==> src/rtl/seq_divider.sv <==
// Multi-cycle restoring divider: one quotient bit per cycle, DIV/REM for the execute stage.
// Latency: WIDTH+2 cycles from accepted start to done (2 cycles when dividing by zero).
// Backpressure: start is only honoured in IDLE/DONE; busy stalls the caller, no queuing.
// Optional build macro DIV_SIGNED_EN enables two's-complement operation via is_signed.
module seq_divider #(
    parameter int WIDTH = 32
) (
    input  logic             clk,
    input  logic             rst_n,
    input  logic             start,
    input  logic             is_signed,
    input  logic [WIDTH-1:0] A,
    input  logic [WIDTH-1:0] B,
    output logic [WIDTH-1:0] Quotient,
    output logic [WIDTH-1:0] Remainder,
    output logic             busy,
    output logic             done
);

    localparam int CW = (WIDTH > 2) ? $clog2(WIDTH) : 1;

    typedef enum logic [1:0] {
        S_IDLE = 2'd0,
        S_CALC = 2'd1,
        S_FIX  = 2'd2,
        S_DONE = 2'd3
    } state_t;

    state_t           r_state;
    state_t           w_next;

    logic [WIDTH-1:0] r_rem;      // partial remainder
    logic [WIDTH-1:0] r_dvd;      // dividend shifting out, quotient shifting in
    logic [WIDTH-1:0] r_div;      // divisor magnitude
    logic [WIDTH-1:0] r_a;        // dividend as given, for the divide-by-zero remainder
    logic [CW-1:0]    r_cnt;
    logic [WIDTH-1:0] r_quot;
    logic [WIDTH-1:0] r_remo;

    logic             w_accept;
    logic [WIDTH:0]   w_shift;
    logic [WIDTH:0]   w_trial;
    logic [WIDTH-1:0] w_a_mag;
    logic [WIDTH-1:0] w_b_mag;
    logic [WIDTH-1:0] w_q_fix;
    logic [WIDTH-1:0] w_r_fix;

    assign w_accept = start && ((r_state == S_IDLE) || (r_state == S_DONE));

    // Remainder shifted left with the next dividend bit; a clear top bit of the
    // trial difference means the divisor fits (remainder < divisor keeps this exact).
    assign w_shift = {r_rem, r_dvd[WIDTH-1]};
    assign w_trial = w_shift - {1'b0, r_div};

`ifdef DIV_SIGNED_EN
    logic w_a_neg;
    logic w_b_neg;
    logic r_neg_q;
    logic r_neg_r;

    assign w_a_neg = is_signed & A[WIDTH-1];
    assign w_b_neg = is_signed & B[WIDTH-1];
    assign w_a_mag = w_a_neg ? ({WIDTH{1'b0}} - A) : A;
    assign w_b_mag = w_b_neg ? ({WIDTH{1'b0}} - B) : B;
    // Most-negative / -1 needs no special case: the magnitude quotient is 2^(WIDTH-1),
    // which already reads back as the most-negative value when left un-negated.
    assign w_q_fix = r_neg_q ? ({WIDTH{1'b0}} - r_dvd) : r_dvd;
    assign w_r_fix = r_neg_r ? ({WIDTH{1'b0}} - r_rem) : r_rem;

    // Sign flags captured with the operands: quotient sign is the XOR, remainder follows A.
    always_ff @(posedge clk or negedge rst_n) begin
        if (!rst_n) begin
            r_neg_q <= 1'b0;
            r_neg_r <= 1'b0;
        end else if (w_accept) begin
            r_neg_q <= w_a_neg ^ w_b_neg;
            r_neg_r <= w_a_neg;
        end
    end
`else
    logic w_unused_is_signed;

    assign w_unused_is_signed = is_signed;
    assign w_a_mag            = A;
    assign w_b_mag            = B;
    assign w_q_fix            = r_dvd;
    assign w_r_fix            = r_rem;
`endif

    // State register.
    always_ff @(posedge clk or negedge rst_n) begin
        if (!rst_n) begin
            r_state <= S_IDLE;
        end else begin
            r_state <= w_next;
        end
    end

    // Next-state logic; a zero divisor skips the iterations entirely.
    always_comb begin
        w_next = r_state;
        case (r_state)
            S_IDLE, S_DONE: begin
                if (start) begin
                    w_next = (B == '0) ? S_FIX : S_CALC;
                end else begin
                    w_next = S_IDLE;
                end
            end
            S_CALC:  w_next = (r_cnt == '0) ? S_FIX : S_CALC;
            S_FIX:   w_next = S_DONE;
            default: w_next = S_IDLE;
        endcase
    end

    // Status outputs decoded from the state.
    always_comb begin
        busy = 1'b0;
        done = 1'b0;
        case (r_state)
            S_CALC:  busy = 1'b1;
            S_FIX:   busy = 1'b1;
            S_DONE:  done = 1'b1;
            default: ;
        endcase
    end

    // Datapath: operand capture, one shift-subtract step per CALC cycle, result load in FIX.
    always_ff @(posedge clk or negedge rst_n) begin
        if (!rst_n) begin
            r_rem  <= '0;
            r_dvd  <= '0;
            r_div  <= '0;
            r_a    <= '0;
            r_cnt  <= '0;
            r_quot <= '0;
            r_remo <= '0;
        end else if (w_accept) begin
            r_rem <= '0;
            r_dvd <= w_a_mag;
            r_div <= w_b_mag;
            r_a   <= A;
            r_cnt <= CW'(WIDTH - 1);
        end else if (r_state == S_CALC) begin
            r_rem <= w_trial[WIDTH] ? w_shift[WIDTH-1:0] : w_trial[WIDTH-1:0];
            r_dvd <= {r_dvd[WIDTH-2:0], ~w_trial[WIDTH]};
            r_cnt <= r_cnt - 1'b1;
        end else if (r_state == S_FIX) begin
            if (r_div == '0) begin
                r_quot <= '1;
                r_remo <= r_a;
            end else begin
                r_quot <= w_q_fix;
                r_remo <= w_r_fix;
            end
        end
    end

    assign Quotient  = r_quot;
    assign Remainder = r_remo;

endmodule

==> config.mk <==
export PLATFORM = sky130hd
export DESIGN_NAME = seq_divider
export DESIGN_NICKNAME = d
export VERILOG_FILES = /design/src/rtl/seq_divider.sv
export SDC_FILE = /design/constraint.sdc
export NUM_CORES = 1
export LEC_CHECK = 0
export ABC_CLOCK_PERIOD_IN_PS = 3100
export BUFFER_PORTS_ARGS = -buffer_cell sky130_fd_sc_hd__buf_4
export CAP_MARGIN = 10
export CORE_UTILIZATION = 50
export CTS_CLUSTER_DIAMETER = 40
export DETAILED_ROUTE_END_ITERATION = 10
export PLACE_DENSITY = 0.74
export SLEW_MARGIN = 15
export SYNTH_ARGS = -nofsm -noshare
export SYNTH_HDL_FRONTEND = slang
export SYNTH_SLANG_ARGS = --single-unit
==> constraint.sdc <==
create_clock -name clk -period 3.1 [get_ports clk]
set_input_delay 0.93 -clock clk [delete_from_list [all_inputs] [get_ports clk]]
set_output_delay 0.93 -clock clk [all_outputs]
set_load 0.01 [all_outputs]
-- After elaboration in Yosys (flattened, before gate mapping)
Cells that the tools add are included.
W data, S select, Z words.
- add/sub/neg operators: 2
- divide/modulo/power cells: 0
- equality and inequality tests: 3
- magnitude comparators: 0
- multipliers: 0
- bitwise logic cells: 3
- reduce and logical (&&, ||, !) cells: 10
- shift-type cells: 0
- muxes and demuxes: 15
- operator list (cell ; number):
    $mux W32 ; 7
    $logic_not A32 Y1 ; 2
    $sub A33 B32 Y33 ; 1
    $mux W5 ; 2
    $mux W2 ; 3
    $pmux W2 S3 ; 1
    $logic_not A5 Y1 ; 1
    $sub A5 B1 Y5 const B ; 1
    $eq A2 B2 Y1 const B ; 2
    $reduce_or A2 Y1 ; 2
    $not A1 Y1 ; 3
    $reduce_and A3 Y1 ; 1
    $eq A2 B1 Y1 const B ; 1
    $logic_not A2 Y1 ; 1
    $mux W1 ; 2
    $reduce_bool A2 Y1 ; 1
    $logic_and A1 B1 Y1 ; 1
    $logic_or A1 B1 Y1 ; 1
- bits of input ports: 68
- bits in latches: 0
- memory bits (read-only): 0
- register bits: 199
- RAM bits: 0
- output and inout port bits: 66
- memories: 0
- logic and storage cells: 41

-- Longest topological paths before layout
- depth in word-level cells: 5
- depth in mapped cells: 13
- mapped depth without buffers: 12

-- Least setup slack after synthesis
No wires, ideal clock.
- path kind: register -> register
- start point: register r_dvd[31]
- end point: register r_rem[28]
- arrival time: 2.797 ns
- path slack: 0.177 ns
- setup time: 0.126 ns
- data required time: 2.974 ns
- path buffers: 0
- period minus slack after synthesis: 2.923 ns
- cell stages (with the launch flop): 13
- path through: dfrtp_1 -> inv_1 -> ha_1 -> inv_1 -> fa_1 -> a21o_1 -> a221oi_2 -> a211oi_2 -> o21ai_0 -> nand2_1 -> or4_2 -> nand4_1 -> a21oi_2
- word-level cells in the longest chain between the ends: 4
- RTL lines (item ; line ; text):
    start, declared ; 33 ; logic [WIDTH-1:0] r_dvd;
    start signal, assigned ; 140 ; r_dvd <= w_a_mag;
    start signal, assigned ; 146 ; r_dvd <= {r_dvd[WIDTH-2:0], ~w_trial[WIDTH]};
    $sub A33 B32 Y33 ; 53 ; assign w_trial = w_shift - {1'b0, r_div};
    $mux W32 ; 145 ; r_rem <= w_trial[WIDTH] ? w_shift[WIDTH-1:0] : w_trial[WIDTH-1:0];
    $mux W32 ; 144 ; end else if (r_state == S_CALC) begin
    $mux W32 ; 138 ; end else if (w_accept) begin
    end signal, assigned ; 145 ;
    end, declared ; 32 ; logic [WIDTH-1:0] r_rem;
Every way passes these cells. The select of a mux whose other input is x is not followed.
A chain may end at the register's enable or synchronous reset.

-- Final worst setup path
Ends and elaborated chain as after synthesis.

==> results.tsv <==
metric	value	unit
outcome	finished, final reports clean	
crit_path_end_kind	flop	
cts.clk_slew.worst_paths	0.08	ns
htreeDepth	4	
cp-start-kind	flop	
totalWireLength	26.2	mm
reg2reg_depth	13	
clock_latency	0.45	ns
drt_first_pass_iters	5	
rsz0062_at_grt	yes	
r2r-end	r_rem[28]	
overflow	0	
cts_buffer_depth	2	
ant_nets	0	
fin_crit_sh	98.5	%
synth-edff-count	0	
cp-startpoint	r_dvd[31]	
maxSlewViolCount	0	
nets	1359	
r2r_start	r_dvd[31]	
post-route-min-period	3.05	ns
track_usage	25.3	%
yosys_warnings	0	
power_density	1070	nW/um^2
reg2reg_setup_slack	0.05	ns
cts_root_buffer	clkbuf_16	
hold_violations	0	
final_cell_mix	dfrtp_1 (199), nand2_1 (160), buf_4 (159)	
ios	134	
die_h	146	um
slew_headroom	48.8	%
vias_per_cell	5.60	
finalSetupViolCount	0	
drv_cap	0	
syn_nets	1231	
ys_types	69	
syn-instance-count	1125	
cp_max_fo	8	
area_delta_synth_final	20.7	%
drive_gt1_share	18.7	%
place.gp.congestion	0.925	
vias	8603	
core	20300	sq um
synth-seq-area-share	47.9	%
hpwl	18.6	mm
crit_chain	inv_2, ha_4, inv_2, fa_2, a21o_1, a221oi_4, a211oi_2, o21a_1, o21a_1, o221a_4, buf_4, o21a_1, a21oi_2	
worst_pin_slew	0.768	ns
fillers	1744	
die-width	146	um
max_stage_delay	0.42	ns
syn_area	10400	sq um
drcViolationCount	0	
synth-main-ff-cell	dfrtp_1	
power.leakage	0.00590	uW
final_util	61.8	%
routedWlPerCell	17.1	um
row_count	52	
synth_area_leader_cell	dfrtp_1	
num_antenna_cells	0	
clock_skew	0.0123	ns
max-vdd-ir-drop	0.000551	V
synth.avg_cell_area	9.25	sq um
hp-class	input port to asynchronous set/reset pin	
grt_pass1_wl	43.0	mm
worstPathArrival	3.43	ns
synth_area_leaders	dfrtp_1 (48%), mux2i_1 (8.2%), nand2_1 (5.8%)	
crit_type	flop to flop	
dieArea	21400	sq um
critPathMostFrequentCell	o21a_1	
slowest_stage	dfrtp_1	
start_util	51.2	%
grt_max_degree	75	
drt_iter0_markers	579	
layout_commonest_cell	dfrtp_1	
fmax	328	MHz
antenna_found_initial	0	
grt_pass1_vias	8533	
critPathRequiredTime	3.47	ns
worst_hold_slack	0.466	ns
synthArstFlopShare	100	%
synth_top_area_share	47.9	%
cts_buffers	17	
clock-sinks	199	
numPortBuffers	132	
ys_ff_latch	199	
cts_tree	yes	
==> metal layers <==
metal  track usage (%)  share of wire (%)
met2              42.7                 50
met5                 0                  0
met1              32.8                 44
met4              9.69                3.0
met3              3.94                3.7
==> power by group <==
group,switching [uW],leakage [uW],internal [uW]
logic,3930,0.00305,3080
clock network,1090,0.000292,1170
registers,703,0.00256,3420
==> registers in the layout, indices dropped and copies added (netlist names) <==
signal     cells
r_div         32
r_a           32
Quotient      32
r_rem         32
r_dvd         32
r_cnt          5
Remainder     32
r_state        2
==> cell usage after synthesis, types with 7 or more instances <==
cell and instances:
o21bai_1 8, nand2_1 161, ha_1 37, a21oi_1 109, a21o_1 7, nand3_1 16
xor2_1 14, mux2i_1 85, nor2_1 115, nor3_1 9, clkbuf_1 44, a211oi_1 9
nand4_1 10, o21ai_0 115, nor4_1 19, xnor2_1 12, inv_1 49, o21a_1 8
dfrtp_1 199
==> worst max path at each step <==
stage | slack, ns | cells past startpoint | to
2_1_floorplan | 0.18 | 12 | r_rem[28]
3_3_place_gp | 0.04 | 12 | r_rem[28]
3_5_place_dp | 0.03 | 13 | r_rem[18]
4_1_cts | 0.03 | 13 | r_rem[31]
5_1_grt | -0.05 | 13 | r_rem[12]
6_report | 0.05 | 13 | r_rem[28]
==> cells by family after synthesis <==
family	count (synthesis)	share of synthesized area (%)
compound gates	296	16.5
xor+xnor	26	2.19
fa+ha+maj	38	4.64
buf+inv	112	4.78
flops	199	47.9
mux	86	8.29
simple gates	368	15.7
==> what timing repair did <==
action	CTS	global route
pin swaps	3	8
gates resized for setup	1	14
endpoints found under the hold margin	0	0
buffers inserted	0	4
endpoints found under the setup margin	17	31
hold buffers	0	0
cloned	1	1
==> area by class of cell <==
cell class / instances / area, sq um / share of cell area [%]
repair buffers: 171 / 1420 / 11.3
flip-flops and latches: 199 / 4980 / 39.7
inverters: 49 / 184 / 1.47
clock inverters: 14 / 161 / 1.29
well taps: 270 / 338 / 2.69
clock buffers: 18 / 439 / 3.50
multi-input cells: 815 / 5030 / 40.0
==> stage by stage <==
step / setup WS, ns / cells / TNS, ns / instance area [sq um] / power (uW)
after CTS: 0.0268 / 1531 / 0 / 12400 / 13100
after global placement: 0.0401 / 1498 / 0 / 11800 / 10600
after global routing: -0.0486 / 1536 / -0.367 / 12600 / 14400
after floorplan: 0.177 / 1125 / 0 / 10400 / 8950
final: 0.0477 / 1536 / 0 / 12600 / 13400
after detailed placement: 0.0301 / 1498 / 0 / 11800 / 10800
==> worst max-delay path: cells and delay by family (launching register included) <==
| kind | cells | cell delay, ns |
|---|---|---|
| flops | 1 | 0.42 |
| compound gates | 8 | 1.71 |
| buf+inv | 3 | 0.32 |
| fa+ha+maj | 2 | 0.53 |
(Power assumes the default switching activity.)
